<file path="src/rtl/player_hit_ctl.sv">
// Player hit controller: missile/ship overlap detection, lives, invulnerability window, game over.
// Optional PLAYER_BLINK_EN makes the ship blink while invulnerable.
module player_hit_ctl #(
   parameter int PLAYER_W      = 64,
   parameter int PLAYER_H      = 48,
   parameter int MISSILE_W     = 4,
   parameter int MISSILE_H     = 12,
   parameter int LIVES_INIT    = 3,
   parameter int INVULN_FRAMES = 120
) (
   input  logic        pclk,
   input  logic        rst,
   input  logic        vsync_in,
   input  logic [10:0] xpos_missile_en,
   input  logic [10:0] ypos_missile_en,
   input  logic        on_missile_en,
   input  logic [10:0] xpos_player,
   input  logic [10:0] ypos_player,
   input  logic        restart,
   output logic        hit_ack,
   output logic [2:0]  lives,
   output logic        invuln,
   output logic        player_visible,
   output logic        game_over
);

   typedef enum logic [1:0] {ALIVE, HIT, INVULN, DEAD} state_t;

   localparam logic [11:0] PW_M1    = 12'(PLAYER_W - 1);
   localparam logic [11:0] PH_M1    = 12'(PLAYER_H - 1);
   localparam logic [11:0] MW_M1    = 12'(MISSILE_W - 1);
   localparam logic [11:0] MH_M1    = 12'(MISSILE_H - 1);
   localparam logic [2:0]  LIVES_RST = 3'(LIVES_INIT);
   localparam logic [7:0]  INV_LAST = 8'(INVULN_FRAMES - 1);

   state_t      state_q, state_d;
   logic [2:0]  lives_q, lives_d;
   logic [7:0]  cnt_q, cnt_d;
   logic        ack_q, ack_d;
   logic        vsync_q, vsync_q2, hit_det_q;
   logic        tick, overlap;
   logic [11:0] mx, my, px, py;

   assign tick = vsync_q & ~vsync_q2;

   // 12-bit compare so right/bottom edges near 2047 cannot wrap
   assign mx = {1'b0, xpos_missile_en};
   assign my = {1'b0, ypos_missile_en};
   assign px = {1'b0, xpos_player};
   assign py = {1'b0, ypos_player};
   assign overlap = on_missile_en &
                    (mx <= px + PW_M1) & (px <= mx + MW_M1) &
                    (my <= py + PH_M1) & (py <= my + MH_M1);

   always_ff @(posedge pclk or negedge rst) begin
      if (!rst) begin
         state_q   <= ALIVE;
         lives_q   <= LIVES_RST;
         cnt_q     <= '0;
         ack_q     <= 1'b0;
         vsync_q   <= 1'b0;
         vsync_q2  <= 1'b0;
         hit_det_q <= 1'b0;
      end else begin
         state_q   <= state_d;
         lives_q   <= lives_d;
         cnt_q     <= cnt_d;
         ack_q     <= ack_d;
         vsync_q   <= vsync_in;
         vsync_q2  <= vsync_q;
         hit_det_q <= overlap;
      end
   end

   always_comb begin
      state_d = state_q;
      lives_d = lives_q;
      cnt_d   = cnt_q;
      ack_d   = 1'b0;
      if (restart) begin
         state_d = ALIVE;
         lives_d = LIVES_RST;
         cnt_d   = '0;
      end else begin
         case (state_q)
            ALIVE: if (hit_det_q) begin
               state_d = HIT;
               ack_d   = 1'b1;
               lives_d = lives_q - 3'd1;
            end
            // lives already decremented on entry, so zero means that was the last one
            HIT: begin
               cnt_d   = '0;
               state_d = (lives_q == 3'd0) ? DEAD : INVULN;
            end
            INVULN: if (tick) begin
               if (cnt_q == INV_LAST) begin
                  state_d = ALIVE;
                  cnt_d   = '0;
               end else begin
                  cnt_d = cnt_q + 8'd1;
               end
            end
            DEAD: lives_d = 3'd0;
            default: state_d = ALIVE;
         endcase
      end
   end

   assign hit_ack   = ack_q;
   assign lives     = lives_q;
   assign invuln    = (state_q == INVULN);
   assign game_over = (state_q == DEAD);

`ifdef PLAYER_BLINK_EN
   assign player_visible = (state_q == DEAD)   ? 1'b0 :
                           (state_q == INVULN) ? ~cnt_q[3] : 1'b1;
`else
   assign player_visible = (state_q != DEAD);
`endif

endmodule

</file>
<file path="config.mk">
export PLATFORM = sky130hd
export DESIGN_NAME = player_hit_ctl
export DESIGN_NICKNAME = d
export VERILOG_FILES = /design/src/rtl/player_hit_ctl.sv
export SDC_FILE = /design/constraint.sdc
export NUM_CORES = 1
export LEC_CHECK = 0
export ABC_AREA = 1
export ABC_CLOCK_PERIOD_IN_PS = 4300
export BUFFER_PORTS_ARGS = -buffer_cell sky130_fd_sc_hd__buf_2
export CAP_MARGIN = 20
export CORE_MARGIN = 4
export CORE_UTILIZATION = 50
export CTS_CLUSTER_DIAMETER = 150
export DETAILED_ROUTE_END_ITERATION = 16
export PLACE_DENSITY_LB_ADDON = 0.2
export SYNTH_ARGS = -nofsm -noshare
export SYNTH_HDL_FRONTEND = slang
export SYNTH_SLANG_ARGS = --single-unit
</file>
<file path="constraint.sdc">
create_clock -name pclk -period 4.3 [get_ports pclk]
set_clock_uncertainty 0.05 [all_clocks]
set_input_delay 0.43 -clock pclk [delete_from_list [all_inputs] [get_ports pclk]]
set_output_delay 0.43 -clock pclk [all_outputs]
set_load 0.02 [all_outputs]
</file>
# Yosys cells after proc, flatten, opt, wreduce, memory -nomap -nowiden
# Index checks and enable logic that the tools add are counted.
# Widths: inputs -> output; s select.
totals:
  reg_bits: 17
  inputBits: 49
  output_inout_bits: 7
  word_cells: 55
op_classes:
  add_sub_neg: 6
  magnitude_cmp: 4
  eq_ne: 8
  mux: 16
  bitwise_logic: 6
  reduce_logical: 8
ops:
  columns: ["op", "count"]
  rows:
  - ["$le 11x12->1", 4]
  - ["$add 11x6->12 const B", 2]
  - ["$mux 8", 3]
  - ["$pmux 8 s2", 1]
  - ["$add 11x2->12 const B", 1]
  - ["$add 11x4->12 const B", 1]
  - ["$add 8x1->8 const B", 1]
  - ["$eq 8x7->1 const B", 1]
  - ["$mux 2", 4]
  - ["$mux 3", 2]
  - ["$ne 3x2->1 const B", 2]
  - ["$pmux 2 s3", 1]
  - ["$pmux 3 s2", 1]
  - ["$reduce_bool 3->1", 2]
  - ["$and 1x1->1", 5]
  - ["$eq 2x2->1 const B", 2]
  - ["$mux 1", 4]
  - ["$reduce_and 2->1", 2]
  - ["$reduce_and 4->1", 1]
  - ["$reduce_bool 4->1", 1]
  - ["$logic_not 3->1", 1]
  - ["$ne 3x3->1 const B", 1]
  - ["$sub 3x1->3 const B", 1]
  - ["$eq 2x1->1 const B", 1]
  - ["3 further kinds", 3]

# Depth between registers and ports, before layout
# Gate-level depths: netlist of run 1.
depth:
  word_depth: 6
  mapped_depth: 19
  mapped_depth_nobuf: 19

# Worst setup path before layout of run 1
# No wires, ideal clock.
synth_timing:
  path_kind: "in2reg"
  start: "input xpos_missile_en[0]"
  end: "register hit_det_q"
  setup_time_ns: 0.114
  arrival_ns: 2.252
  required_ns: 4.136
  setup_slack_ns: 1.884
  stages: 17
  path_buffers: 0
  path_cell_list: "inv_1 -> ha_1 -> or2_2 -> nor3b_2 -> nand3_1 -> xnor2_1 -> inv_1 -> ha_1 -> nand2_1 -> inv_1 -> nand3_1 -> inv_1 -> nand3_1 -> nand2_1 -> nand2_1 -> nand3_1 -> nor2_1"
synth_via:
  elab_chain_cells: 5
  elab_cells_between_ends: 7
  classes_between: "add/sub: 1; order compare: 2; bitwise: 4"
synth_rtl:
  columns: ["item", "line_no", "rtl"]
  rows:
  - ["from (decl)", "14", "input logic [10:0] xpos_missile_en,"]
  - ["$add 11x2->12 or $le 11x12->1 (tied branches)", "52", "(mx <= px + PW_M1) & (px <= mx + MW_M1) &"]
  - ["$le 11x12->1 or $and 1x1->1 (tied branches)", "52, 51", null]
  - ["$and 1x1->1 (*) (2 in series)", "52", null]
  - ["$and 1x1->1 (*)", "53", "(my <= py + PH_M1) & (py <= my + MH_M1);"]
  - ["named net overlap", "41", "logic tick, overlap;"]
  - ["to (signal assigned)", "71", "hit_det_q <= overlap;"]
  - ["to (decl)", "40", "logic vsync_q, vsync_q2, hit_det_q;"]
# Mark *: on every way through the listed nets, which the timed path passes. The rest lies on a longest branch.
# A chain may end at the register's enable or synchronous reset.

# Worst setup path after layout of run 1
# Ends and elaborated chain as after synthesis.

==> results.py, run 1 <==
metrics = {
    "global_route": {
        "grt_antenna_before_repair": 0,
        "grt_pass1_wl_um": 9556,
        "grt_pass1_vias": 2333,
        "grtUsageTotal_pct": 18.00,
        "overflow": 0,
        "grt_max_degree": 18,
    },
    "final_layout": {
        "syn2layout_area_growth_pct": 15.58,
        "final_nets": 545,
        "diodes": 0,
        "stdcell_count": 516,
        "n_fill_cell": 508,
        "utilization_pct": 59.80,
        "drive_gt1_share_pct": 17.26,
    },
    "placement": {
        "gp_congestion": 0.8381,
        "port_buffers": 55,
        "dpl.hpwl_um": 5039,
        "pre_cts_slack_ns": 1.585,
        "dp_cells": 512,
    },
    "cts": {
        "cts_sinks": 17,
        "postCtsHoldBufs": 0,
        "cts_setup_buffers": 0,
        "cts_max_level": 1,
        "clkSlewWorstSetupHoldPaths_ns": 0.07,
        "numCtsBuffers": 3,
        "cts_tree": "done",
        "postCtsResizedCells": 0,
        "cts-root-buf": "clkbuf_8",
        "cts_max_path_buffers": 2,
        "insertion_delay_ns": 0.26,
    },
    "run": {
        "cap_violations": 0,
    },
    "synth": {
        "avgSynthCellArea_um2": 6.828,
        "synth_flop_cell": "dfrtp_1",
        "yosysTopAreaCell": "ha_1",
        "syn_area_um2": 2643,
        "yosysMostFrequentCell": "nand2_1",
        "synth_edf_count": 0,
        "synth_commonest_cells": "88 x nand2_1, 61 x inv_1, 49 x ha_1",
        "syn_nets": 485,
        "synthCells": 387,
        "ys_async_sr_fraction_pct": 100.0,
        "synthDistinctLibCells": 31,
        "ys_seq_elements": 17,
        "synth.area.top_cells": "ha_1 23%, dfrtp_1 14%, nand2_1 13%",
        "yosysSeqAreaShare_pct": 16.19,
        "yosys_warnings": 0,
        "synth_top_area_share_pct": 23.20,
    },
    "critical_path": {
        "path_max_fanout": 3,
        "crit_path_end_kind": "flop",
        "cpPeakStageDelay_ns": 0.33,
        "start_kind": "input port",
        "crit_chain": "buf_2, inv_1, ha_1, or2_2, nor3b_2, nand3_1, xnor2_1, inv_1, ha_1, nand2_1, inv_1, nand3_1, inv_1, nand3_1, nand2_1, nand2_1, nand3_1, nor2_1",
        "crit_slowest_cell": "or2_2",
        "worstPathRequired_ns": 4.41,
        "path_class": "in -> reg",
        "worstPathArrival_ns": 2.52,
    },
    "power": {
        "p_seq_share_pct": 28.3,
        "clock_power_share_pct": 17.5,
        "pwr_density_cell_nw_per_um2": 226.8,
        "combPwrFrac_pct": 54.1,
        "ir_worst_vdd_mv": 0.1485,
        "p_leak_nw": 1.694,
        "switching_power_w": 0.0003033,
        "internal-power_w": 0.0003894,
        "swShare_pct": 43.79,
    },
    "routing": {
        "drc": 0,
        "vias_per_cell": 5.029,
        "drt-pass1-iter-count": 4,
        "drt_iter0_drc": 81,
        "wl_per_cell_um": 11.09,
        "wirelength_um": 5720,
        "vias": 2595,
        "ant_nets": 0,
    },
    "die": {
        "io_pins": 56,
        "die_w_um": 80.70,
        "die-area_um2": 6512,
        "start_util_pct": 51.74,
        "coreArea_um2": 5107,
        "rows": 26,
        "die_h_um": 80.70,
    },
    "sta": {
        "hold_viol": 0,
        "rsz0062_at_grt": "false",
        "relSlewSlack_pct": 69.92,
        "worstMarginPinSlew_ns": 0.4454,
        "fmax_mhz": 414.1,
        "setup_ws_ns": 1.885,
        "maxSlewViolCount": 0,
        "tns_ns": 0,
        "finalSetupViolations": 0,
        "timing.final.crit_share_pct": 56.16,
        "fin_crit_ns": 2.415,
    },
    "status": {
        "status": "finished, final reports clean",
    },
    "hold_path": {
        "hold_class": "in -> async",
    },
}
[metal layers]
| metal | wire length (µm) | part of all wire (%) | global-route usage, % |
|---|---|---|---|
| met1 | 2584 | 45 | 23.26 |
| met3 | 303 | 5.3 | 1.457 |
| met2 | 2763 | 48 | 32.62 |
| met5 | 0 | 0 | 0 |
| met4 | 68 | 1.2 | 3.716 |
[critical path, delay by kind of cell]
kind                       cells  cell delay [ns]
xor gates and xnor gates       1             0.18
adders and majority gates      2             0.47
buffers and inverters          5             0.31
and+or+nand+nor               10             1.12
[cells by family after synthesis]
kind of cell / synth area share, %
simple gates: 30.26
xor+xnor: 11.27
buf+inv: 8.949
compound gates: 10.13
flops: 16.19
fa+ha+maj: 23.20
[placed cells by master, fill, tap and decap left out, drive strengths merged, types with 2 or more instances in the layout]
cell     n
a21o     2
o21ai   17
nor2    37
buf     55
xor2    25
or2      2
clkbuf   3
nand3   24
nor3b    4
dfrtp   15
a21oi   25
nand4    5
inv     63
nor3     9
ha      49
xnor2    9
nand2   93
dfstp    2
[sequential cells by signal (all words and copies together) (netlist names)]
| register | flops |
|---|---|
| vsync_q | 1 |
| cnt_q | 8 |
| hit_det_q | 1 |
| lives | 3 |
| vsync_q2 | 1 |
| state_q | 2 |
| hit_ack | 1 |
[final timing paths]
check | cells after the start | slack (ns) | startpoint | end
min in group pclk | 1 | 0.23 | vsync_in | vsync_q
max in group asynchronous | 1 | 3.86 | rst | lives[1]
hold reg to reg | 0 | 0.33 | vsync_q | vsync_q2
setup / recovery | 18 | 1.89 | xpos_missile_en[0] | hit_det_q
setup reg to reg | 6 | 2.72 | cnt_q[0] | cnt_q[6]
hold / removal | 1 | 0.03 | rst | cnt_q[1]
[layout make-up]
cell class,count,area [µm²],share of cell area [%]
clock buffer,3,41.29,1.352
sequential,17,427.9,14.01
multi-input combinational,307,1978,64.77
tap,70,87.58,2.868
inverter,63,236.5,7.743
clock inverter,1,7.507,0.2458
timing repair buffer,55,275.3,9.013
[through the flow]
step	power (W)	hold slack [ns]	area (µm²)
2_1_floorplan	0.0004635	0.08441	2643
3_3_place_gp	0.0005663	0.3109	3005
3_5_place_dp	0.0005735	0.3193	3005
4_1_cts	0.0006974	0.04451	3054
5_1_grt	0.0007637	0.05866	3054
6_report	0.0006927	0.03240	3054
[power groups by stage]
stage / Clock, W / Sequential (W) / Combinational (W)
2_1_floorplan: 0 / 0.000200 / 0.000263
3_3_place_gp: 0 / 0.000199 / 0.000368
3_5_place_dp: 0 / 0.000199 / 0.000374
4_1_cts: 0.000123 / 0.000196 / 0.000378
5_1_grt: 0.000130 / 0.000200 / 0.000434
6_report: 0.000122 / 0.000196 / 0.000375
(Power assumes the default switching activity.)
==> run 2: changes to the inputs <==
Settings changed: ABC_CLOCK_PERIOD_IN_PS 4300 to 2100.
Clock period 4.3 ns to 2.1 ns, I/O delays scaled along.
==> run 2 against run 1 <==
Against the previous run:
- cell count increased by 7.2%
- total power increased by 120%
- critical path depth up 1
- utilization rose by 7.0 points
- wire length is 9.2% higher
- via count is 5.7% higher
- register-to-register slack got worse by 2.3 ns
- largest cell class unchanged
- largest power group unchanged
==> results.py, run 2 (synthesis gave the netlist of run 1 again) <==
metrics = {
    "final_layout": {
        "diodes": 0,
        "layout_commonest_cell": "nand2_1",
        "syn2layout_area_growth_pct": 29.17,
        "layout_common_cells": "86 x nand2_1, 58 x inv_1, 53 x buf_2",
        "design_area_um2": 3413,
        "largest_reg_flops": 8,
        "drive_gt1_share_pct": 26.09,
        "final_nets": 582,
        "largest-register": "cnt_q",
    },
    "die": {
        "coreArea_um2": 5107,
        "io_pins": 56,
        "start_util_pct": 51.74,
        "rows": 26,
        "die_h_um": 80.70,
        "die-area_um2": 6512,
        "die_w_um": 80.70,
    },
    "critical_path": {
        "reg2reg_slack_ns": 0.46,
        "start_kind": "input port",
        "reg2reg_depth": 6,
        "cp-startpoint": "ypos_player[0]",
        "path_class": "in -> reg",
        "worstPathArrival_ns": 2.17,
        "worstPathRequired_ns": 2.23,
        "r2r-start": "cnt_q[0]",
        "crit_path_end_kind": "flop",
        "path_max_fanout": 3,
        "r2r-end": "cnt_q[6]",
    },
    "power": {
        "pwr_density_cell_nw_per_um2": 437.9,
        "p_total_w": 0.001495,
        "p_leak_nw": 1.889,
        "ir_worst_vdd_mv": 0.3493,
    },
    "sta": {
        "rsz0062_at_grt": "true",
        "finalSetupViolations": 0,
        "timing.final.crit_share_pct": 97.27,
        "fin_crit_ns": 2.043,
        "worstMarginPinSlew_ns": 0.4791,
        "fmax_mhz": 489.5,
        "maxSlewViolCount": 0,
        "hold_viol": 0,
        "relSlewSlack_pct": 67.64,
    },
    "cts": {
        "cts_max_level": 1,
        "clkSlewWorstSetupHoldPaths_ns": 0.06,
        "cts_sinks": 17,
        "cts_max_path_buffers": 2,
        "numCtsBuffers": 3,
        "insertion_delay_ns": 0.25,
        "cts-root-buf": "clkbuf_8",
        "cts_tree": "done",
    },
    "status": {
        "status": "finished, final reports clean",
    },
    "global_route": {
        "grt_pass1_wl_um": 10430,
        "grt_pass1_vias": 2565,
        "grt_max_degree": 18,
        "grt_antenna_before_repair": 0,
        "overflow": 0,
        "grtUsageTotal_pct": 19.83,
    },
    "routing": {
        "drc": 0,
        "met2_length_um": 3114,
        "wl_met1_um": 2795,
        "top_layer_used": "met4",
        "wirelength_um": 6249,
        "wl_met3_um": 266,
        "drt-pass1-iter-count": 4,
        "wl_per_cell_um": 11.30,
        "drt_iter0_drc": 97,
        "vias": 2742,
        "vias_per_cell": 4.958,
        "ant_nets": 0,
    },
    "hold_path": {
        "hold_depth": 1,
        "hold_class": "in -> reg",
        "hold_end": "vsync_q",
        "hp-start": "vsync_in",
    },
    "placement": {
        "dpl.hpwl_um": 5361,
        "port_buffers": 55,
        "place_area_um2": 3272,
        "gp_congestion": 0.8785,
    },
    "run": {
        "cap_violations": 0,
    },
}
==> run 2: metrics by stage <==
| stage | hold WS [ns] | worst slack (ns) | cells | setup TNS, ns | util (%) |
|---|---|---|---|---|---|
| 6_report | 0.01701 | 0.05725 | 553 | 0 | 66.83 |
| 5_1_grt | 0.008520 | -0.1785 | 553 | -0.1785 | 66.83 |
| 4_1_cts | 0.009799 | 0.03211 | 551 | 0 | 65.14 |
| 3_5_place_dp | 0.09876 | -0.3160 | 546 | -0.3160 | 64.06 |
| 3_3_place_gp | 0.09586 | -0.2756 | 546 | -0.2756 | 64.06 |
| 2_1_floorplan | -0.1356 | 0.005401 | 387 | 0 | - |
==> run 2: final cells by class <==
| type | instances | area [µm²] |
|---|---|---|
| Clock buffer | 4 | 45.04 |
| Fill cell | 454 | 1694 |
| Inverter | 63 | 241.5 |
| Multi-Input combinational cell | 307 | 2039 |
| Sequential cell | 17 | 427.9 |
| Tap cell | 70 | 87.58 |
| Timing Repair Buffer | 92 | 571.8 |
==> run 2: worst max path at each step <==
| stage | to | slack, ns | cells past startpoint |
|---|---|---|---|
| after floorplan | hit_det_q | 0.005 | 17 |
| after global placement | hit_det_q | -0.28 | 17 |
| after detailed placement | hit_det_q | -0.32 | 17 |
| after CTS | hit_det_q | 0.03 | 18 |
| after global routing | hit_det_q | -0.18 | 18 |
| final | hit_det_q | 0.06 | 19 |
==> run 2: worst max-delay path, cell delays in order <==
cell,delay [ns]
buf_2,0.07
inv_1,0.05
ha_1,0.23
nand2_1,0.09
nand2_1,0.07
nand2_1,0.06
nand2_1,0.07
nor2_1,0.13
xor2_1,0.15
inv_1,0.05
ha_1,0.26
nand2_1,0.06
inv_1,0.07
nand2_1,0.05
nor4_1,0.21
nor2_1,0.08
nand2_1,0.07
nand3_1,0.07
nor2_1,0.10
==> run 2: report_power, final <==
group | switching, W | total, W | internal [W] | leakage (nW)
clock network | 0.000103 | 0.000238 | 0.000134 | 0.0228
logic | 0.000504 | 0.000856 | 0.000351 | 1.64
registers | 0.0000316 | 0.000401 | 0.000370 | 0.223
==> run 2: what timing repair did <==
item | in CTS | in global routing
setup endpoints to repair | 1 | 1
buffers inserted | 0 | 2
endpoints found under the hold margin | 15 | 0
pin swaps | 0 | 15
hold buffers | 1 | 0
resized for setup | 1 | 20
==> run 2: layer usage <==
layer | track usage, % | vias to the layer above
met3 | 2.130 | 9
met1 | 24.23 | 1223
li1 | - | 1453
met5 | 0 | -
met4 | 5.068 | 0
met2 | 36.75 | 57
